File: src/rtl/avalon_queue_bank_pkg.sv
// Shared address offsets, status widths and sizing helper for avalon_queue_bank.
package avalon_queue_bank_pkg;

  localparam int ADDR_FLUSH   = 0;
  localparam int ADDR_Q_BASE  = 1;
  // Offsets past the last queue address (NUM_Q + offset)
  localparam int OFS_FULL     = 1;
  localparam int OFS_DROP_SEL = 2;
  localparam int OFS_DROP_ANY = 3;

  localparam int STAT_W = 8;
  localparam int DROP_W = 8;

  function automatic int clog2_depth(input int depth);
    int r;
    r = 0;
    for (int i = 0; i < 31; i++)
      if ((1 << i) < depth) r = i + 1;
    return r;
  endfunction

endpackage

File: src/rtl/avalon_queue_bank_queue_fifo.sv
// First-word-fall-through FIFO; flush beats push/pop, a full queue takes a push only if it pops.
module queue_fifo
  import avalon_queue_bank_pkg::*;
#(
  parameter int DATA_W = 8,
  parameter int DEPTH  = 16
) (
  input  logic                        clk_i,
  input  logic                        reset_i,
  input  logic                        push_i,
  input  logic                        pop_i,
  input  logic                        flush_i,
  input  logic [DATA_W-1:0]           din_i,
  output logic [DATA_W-1:0]           dout_o,
  output logic                        empty_o,
  output logic                        full_o,
  output logic [clog2_depth(DEPTH):0] count_o
);

  localparam int PTR_W = clog2_depth(DEPTH);
  localparam int CNT_W = PTR_W + 1;

  logic [DATA_W-1:0] mem_q [DEPTH];
  logic [PTR_W-1:0]  rd_ptr_q, rd_ptr_d, wr_ptr_q, wr_ptr_d;
  logic [CNT_W-1:0]  count_q, count_d;
  logic              do_push, do_pop;

  assign empty_o = (count_q == '0);
  assign full_o  = (count_q == CNT_W'(DEPTH));
  // Pop on empty is ignored, so push+ready on an empty queue is push-only.
  assign do_pop  = pop_i && !empty_o;
  assign do_push = push_i && (!full_o || do_pop);

  always_comb begin
    rd_ptr_d = rd_ptr_q;
    wr_ptr_d = wr_ptr_q;
    count_d  = count_q;
    if (flush_i) begin
      rd_ptr_d = wr_ptr_q;
      count_d  = '0;
    end else begin
      if (do_pop)  rd_ptr_d = rd_ptr_q + PTR_W'(1);
      if (do_push) wr_ptr_d = wr_ptr_q + PTR_W'(1);
      if (do_push && !do_pop)      count_d = count_q + CNT_W'(1);
      else if (do_pop && !do_push) count_d = count_q - CNT_W'(1);
    end
  end

  always_ff @(posedge clk_i) begin
    if (reset_i) begin
      rd_ptr_q <= '0;
      wr_ptr_q <= '0;
      count_q  <= '0;
    end else begin
      rd_ptr_q <= rd_ptr_d;
      wr_ptr_q <= wr_ptr_d;
      count_q  <= count_d;
    end
  end

  // Storage is deliberately left out of reset.
  always_ff @(posedge clk_i) begin
    if (do_push && !flush_i) mem_q[wr_ptr_q] <= din_i;
  end

  assign dout_o  = mem_q[rd_ptr_q];
  assign count_o = count_q;

endmodule

File: src/rtl/avalon_queue_bank.sv
// Avalon-MM bank of NUM_Q FWFT ingress queues with status readback.
// Define AVALON_QUEUE_BANK_DROP_CNT_EN to add per-queue saturating drop counters.
module avalon_queue_bank
  import avalon_queue_bank_pkg::*;
#(
  parameter int NUM_Q  = 4,
  parameter int DATA_W = 8,
  parameter int DEPTH  = 16,
  parameter int ADDR_W = 4
) (
  input  logic                    clk,
  input  logic                    reset,
  input  logic                    chipselect,
  input  logic                    write,
  input  logic                    read,
  input  logic [ADDR_W-1:0]       address,
  input  logic [DATA_W-1:0]       writedata,
  output logic [7:0]              readdata,
  output logic [NUM_Q-1:0]        deq_valid,
  input  logic [NUM_Q-1:0]        deq_ready,
  output logic [NUM_Q*DATA_W-1:0] deq_data
);

  localparam int CNT_W = clog2_depth(DEPTH) + 1;
  localparam logic [ADDR_W-1:0] A_FLUSH = ADDR_W'(ADDR_FLUSH);
  localparam logic [ADDR_W-1:0] A_FULL  = ADDR_W'(NUM_Q + OFS_FULL);

  logic              wr_en, rd_en;
  logic [NUM_Q-1:0]  push, flush, empty, full;
  logic [CNT_W-1:0]  count [NUM_Q];
  logic [DATA_W-1:0] dout  [NUM_Q];
  logic [STAT_W-1:0] occ   [NUM_Q];
  logic [STAT_W-1:0] rd_val, readdata_q, readdata_d;

  assign wr_en = chipselect && write;
  assign rd_en = chipselect && read;

  for (genvar q = 0; q < NUM_Q; q++) begin : g_q
    assign push[q] = wr_en && (address == ADDR_W'(ADDR_Q_BASE + q));
    if (q < DATA_W) begin : g_fl
      assign flush[q] = wr_en && (address == A_FLUSH) && writedata[q];
    end else begin : g_nofl
      assign flush[q] = 1'b0;
    end

    queue_fifo #(.DATA_W(DATA_W), .DEPTH(DEPTH)) u_fifo (
      .clk_i   (clk),
      .reset_i (reset),
      .push_i  (push[q]),
      .pop_i   (deq_ready[q]),
      .flush_i (flush[q]),
      .din_i   (writedata),
      .dout_o  (dout[q]),
      .empty_o (empty[q]),
      .full_o  (full[q]),
      .count_o (count[q])
    );

    assign deq_data[q*DATA_W +: DATA_W] = dout[q];

    // DEPTH=256 needs a 9-bit count; readback clips at 255.
    if (CNT_W > STAT_W) begin : g_sat
      assign occ[q] = (count[q] > CNT_W'(255)) ? 8'hFF : count[q][STAT_W-1:0];
    end else begin : g_ext
      assign occ[q] = STAT_W'(count[q]);
    end
  end

  assign deq_valid = ~empty;

`ifdef AVALON_QUEUE_BANK_DROP_CNT_EN
  localparam logic [ADDR_W-1:0] A_DSEL = ADDR_W'(NUM_Q + OFS_DROP_SEL);
  localparam logic [ADDR_W-1:0] A_DANY = ADDR_W'(NUM_Q + OFS_DROP_ANY);

  logic [DROP_W-1:0] drop_cnt_q [NUM_Q];
  logic [2:0]        sel_q, sel_wd;
  logic [NUM_Q-1:0]  drop, cnt_nz;
  logic [STAT_W-1:0] sel_val;

  if (DATA_W >= 3) begin : g_sw
    assign sel_wd = writedata[2:0];
  end else begin : g_sn
    assign sel_wd = 3'(writedata);
  end

  for (genvar q = 0; q < NUM_Q; q++) begin : g_drop
    // A push lost to a flush is not a drop.
    assign drop[q]   = push[q] && full[q] && !deq_ready[q] && !flush[q];
    assign cnt_nz[q] = (drop_cnt_q[q] != '0);
  end

  always_comb begin
    sel_val = '0;
    for (int q = 0; q < NUM_Q; q++)
      if (sel_q == 3'(q)) sel_val = drop_cnt_q[q];
  end

  always_ff @(posedge clk) begin
    if (reset) begin
      sel_q <= '0;
      for (int q = 0; q < NUM_Q; q++) drop_cnt_q[q] <= '0;
    end else begin
      if (wr_en && address == A_DSEL) sel_q <= sel_wd;
      for (int q = 0; q < NUM_Q; q++) begin
        if (wr_en && address == A_DANY)
          drop_cnt_q[q] <= '0;
        else if (drop[q] && drop_cnt_q[q] != '1)
          drop_cnt_q[q] <= drop_cnt_q[q] + DROP_W'(1);
      end
    end
  end
`endif

  always_comb begin
    rd_val = '0;
    if (address == A_FLUSH)     rd_val = STAT_W'(empty);
    else if (address == A_FULL) rd_val = STAT_W'(full);
    else begin
      for (int q = 0; q < NUM_Q; q++)
        if (address == ADDR_W'(ADDR_Q_BASE + q)) rd_val = occ[q];
    end
`ifdef AVALON_QUEUE_BANK_DROP_CNT_EN
    if (address == A_DSEL) rd_val = sel_val;
    if (address == A_DANY) rd_val = {7'b0, |cnt_nz};
`endif
  end

  assign readdata_d = rd_en ? rd_val : readdata_q;

  always_ff @(posedge clk) begin
    if (reset) readdata_q <= '0;
    else       readdata_q <= readdata_d;
  end

  assign readdata = readdata_q;

endmodule

File: config.mk
export PLATFORM = sky130hd
export DESIGN_NAME = avalon_queue_bank
export DESIGN_NICKNAME = d
export VERILOG_FILES = /design/src/rtl/avalon_queue_bank_pkg.sv /design/src/rtl/avalon_queue_bank_queue_fifo.sv /design/src/rtl/avalon_queue_bank.sv
export SDC_FILE = /design/constraint.sdc
export NUM_CORES = 1
export LEC_CHECK = 0
export ABC_CLOCK_PERIOD_IN_PS = 7600
export CAP_MARGIN = 20
export CORE_MARGIN = 3
export CORE_UTILIZATION = 55
export DETAILED_ROUTE_END_ITERATION = 16
export MAX_ROUTING_LAYER = met4
export PLACE_DENSITY_LB_ADDON = 0.25
export RECOVER_POWER = 50
export SYNTH_ARGS = -nofsm -noshare
export SYNTH_HDL_FRONTEND = slang
export SYNTH_SLANG_ARGS = --single-unit
File: constraint.sdc
create_clock -name clk -period 7.6 [get_ports clk]
set_clock_uncertainty 0.05 [all_clocks]
set_input_delay 1.9 -clock clk [delete_from_list [all_inputs] [get_ports clk]]
set_output_delay 1.9 -clock clk [all_outputs]
set_load 0.03 [all_outputs]
==> results.toml <==
[run_status]
outcome = "finished, violations left"
violations = "max-capacitance violations, max-slew violations"

[yosys]
avgSynthCellArea_sq_um = 19.0
synth_enable_flop_cells = 512
synth_seq_cells = 585
synth_ff_type = "edfxtp_1"
syn_area_sq_um = 23600
async_reset_ff_frac = 0
syn_inst = 1245
yosysSeqAreaShare = 0.712
synth.distinct_cells = 53
yosys_warnings = 0

[route]
vias = 11700
drt_wl_total_mm = 47.0
drtAntennaViolNets = 0
drcViolationCount = 0
drt_pass1_iterations = 5
drt_iter0_markers = 1138
avgRoutedWirePerCell_um = 24.4
vias_per_cell = 6.11

[power_and_ir_drop]
sw_frac_of_total = 0.274
p_per_area_nw_per_um2 = 314
p_clk_frac = 0.311
power.switching_uw = 2280
ir_worst_vdd_mv = 0.211
pwr-share-comb = 0.243
power.leakage_uw = 0.00843
pwr-share-seq = 0.446
p_int_uw = 6030

[worst_hold_path]
hold_path.class = "register to register"

[clock_tree]
root_buffer = "clkbuf_16"
htreeDepth = 2
clk_latency_ns = 0.60
clock_sinks = 585
cts_max_path_buffers = 3
ctsResizeCount = 0
postCtsHoldBufs = 0
cts_inserted_buffers = 56
postCtsSetupBuffers = 0
cts_tree = "built"
path_clk_slew_ns = 0.06

[setup_path]
worstPathArrival_ns = 5.84
end_kind = "register"
slowest_stage = "clkbuf_1"
slowest_delay_ns = 2.19
crit_buf_inv = 2
required_ns = 8.01
cp_max_fo = 65
critical-path-top-delay-family = "buffers and inverters"
crit_chain = "buf_2 -> clkbuf_1 -> nand3_1 -> nand2_1 -> a2111oi_0"
r2r_slack_ns = 4.11
crit_type = "input pin to register"
cp-start-kind = "input pin"

[timing]
max_freq_ghz = 0.184
hold_violations = 0
finalMaxSlewViolations = 466
fin_crit_sh = 0.715
grt_setup_unrepaired = "false"
timing.slew.headroom = -1.09
period_minus_slack_ns = 5.43
setup_viol = 0
worst_pin_slew_ns = 3.14
setup_tns_ns = 0

[floorplan]
num_rows = 75
initial_core_util = 0.560
die_h_um = 213
coreArea_sq_um = 42200
die_w_um = 213
die_area_sq_um = 45500
ios = 65

[cells_and_area]
drive_gt1_frac = 0.204
fin_util = 0.627
layout_common_cells = "edfxtp_1 (512), mux4_2 (160), nor2_1 (93)"
mostFrequentLayoutCell = "edfxtp_1"
final.fill_count = 2954
area_growth_syn_to_layout_pct = 12.0
nets = 1397

[global_route]
gr-total-overflow = 0
grt_pass1_wl_mm = 71.1
grt_max_degree = 66
grt_usage = 0.218
grt_pass1_vias = 11400
antenna_found_initial = 4

[placement]
dpl.hpwl_mm = 28.0
numPortBuffers = 61
gp_congestion = 0.844

[flow_run]
maxCapViolCount = 8
[worst reg2reg max path: stages, from the launching register on]
cell and delay (ns):
dfxtp_1 0.48, nor4_1 0.14, a311oi_1 1.06, ha_1 0.33
inv_1 0.11, fa_1 0.43, a21o_1 0.18, a21oi_1 0.18
mux2i_1 0.25, mux2i_1 0.19
[state kept, by name, indices dropped and copies added (netlist names), named ones only]
name / count
g_q.u_fifo.count_o: 20
g_q.u_fifo.mem_q: 512
g_q.u_fifo.rd_ptr_q: 16
g_q.u_fifo.wr_ptr_q: 16
readdata: 5
[logic make-up (layout without fill, tap and decap cells)]
logic type / after synthesis / in the layout / synth area share
flip-flops: 585 / 585 / 0.712
AND/OR/NAND/NOR: 215 / 215 / 0.0462
multiplexers: 185 / 185 / 0.163
buffers and inverters: 99 / 232 / 0.0173
AO/OA/AOI/OAI: 97 / 97 / 0.0297
adder cells (fa/ha/maj): 40 / 40 / 0.0224
XOR/XNOR: 23 / 23 / 0.00852
other: 1 / 6 / 0.000159
[final timing paths]
path                                  from  cells after the start                        to
setup / recovery              writedata[0]                      5  g_q[0].u_fifo.count_o[3]
hold / removal                 readdata[4]                      2               readdata[4]
setup reg to reg  g_q[0].u_fifo.count_o[0]                      9  g_q[0].u_fifo.count_o[4]
hold reg to reg                readdata[4]                      2               readdata[4]
[routing by layer]
layer	track usage	routed length, um
met5	-	0
met4	0.0558	913
met3	0.0331	2740
met2	0.323	22500
met1	0.324	20800
[cell usage after synthesis (4+ instances only)]
| cell | instances | area, sq um |
|---|---|---|
| clkbuf_1 | 40 | 150 |
| nor3_1 | 14 | 70.1 |
| a2111oi_0 | 5 | 43.8 |
| a31oi_1 | 4 | 25.0 |
| a211o_1 | 4 | 35.0 |
| nand3b_1 | 6 | 45.0 |
| nand2_1 | 25 | 93.8 |
| nor2_1 | 93 | 349 |
| o21ai_2 | 4 | 35.0 |
| dfxtp_1 | 73 | 1460 |
| o211ai_1 | 7 | 52.6 |
| nor3b_1 | 9 | 67.6 |
| fa_1 | 4 | 80.1 |
| o2111ai_1 | 4 | 35.0 |
| buf_2 | 15 | 75.1 |
| xnor2_1 | 8 | 70.1 |
| mux2i_1 | 19 | 190 |
| xor2_1 | 15 | 131 |
| buf_1 | 11 | 41.3 |
| a21o_1 | 13 | 97.6 |
| mux4_2 | 160 | 3600 |
| nor2b_1 | 6 | 37.5 |
| a21oi_1 | 24 | 120 |
| o21ai_0 | 10 | 50.1 |
| a211oi_1 | 17 | 128 |
| inv_1 | 29 | 109 |
| nor4_1 | 16 | 100 |
| edfxtp_1 | 512 | 15400 |
| mux2_2 | 4 | 45.0 |
| nand2b_1 | 12 | 75.1 |
| ha_1 | 36 | 450 |
| nand3_1 | 14 | 70.1 |
[stage by stage]
step	worst slack (ns)	hold slack (ns)	std cells	instance area (sq um)	total power [uW]
6_report	2.17	0.451	1922	26500	8310
5_1_grt	1.71	0.488	1922	26500	8660
4_1_cts	2.37	0.468	1908	26500	8390
3_5_place_dp	2.08	0.456	1806	24800	5810
3_3_place_gp	2.20	0.440	1802	24800	5800
2_1_floorplan	3.33	0.428	1247	23600	5220
[power by group through the flow]
| stage | Clock, uW | Sequential (uW) | Combinational, uW |
|---|---|---|---|
| 2_1_floorplan | 0 | 3730 | 1500 |
| 3_3_place_gp | 0 | 3770 | 2030 |
| 3_5_place_dp | 0 | 3770 | 2040 |
| 4_1_cts | 2630 | 3700 | 2060 |
| 5_1_grt | 2760 | 3720 | 2180 |
| 6_report | 2580 | 3710 | 2020 |
[cell type report]
| cell class | count | area [sq um] | share of cell area |
|---|---|---|---|
| Antenna cell | 3 | 7.51 | 0.000283 |
| Clock buffer | 82 | 1540 | 0.0582 |
| Clock inverter | 20 | 145 | 0.00548 |
| Inverter | 29 | 109 | 0.00411 |
| Multi-Input combinational cell | 563 | 6360 | 0.240 |
| Sequential cell | 585 | 16800 | 0.636 |
| Tap cell | 539 | 674 | 0.0255 |
| Timing Repair Buffer | 101 | 808 | 0.0305 |
No activity file was read; power rests on OpenSTA's default activity.
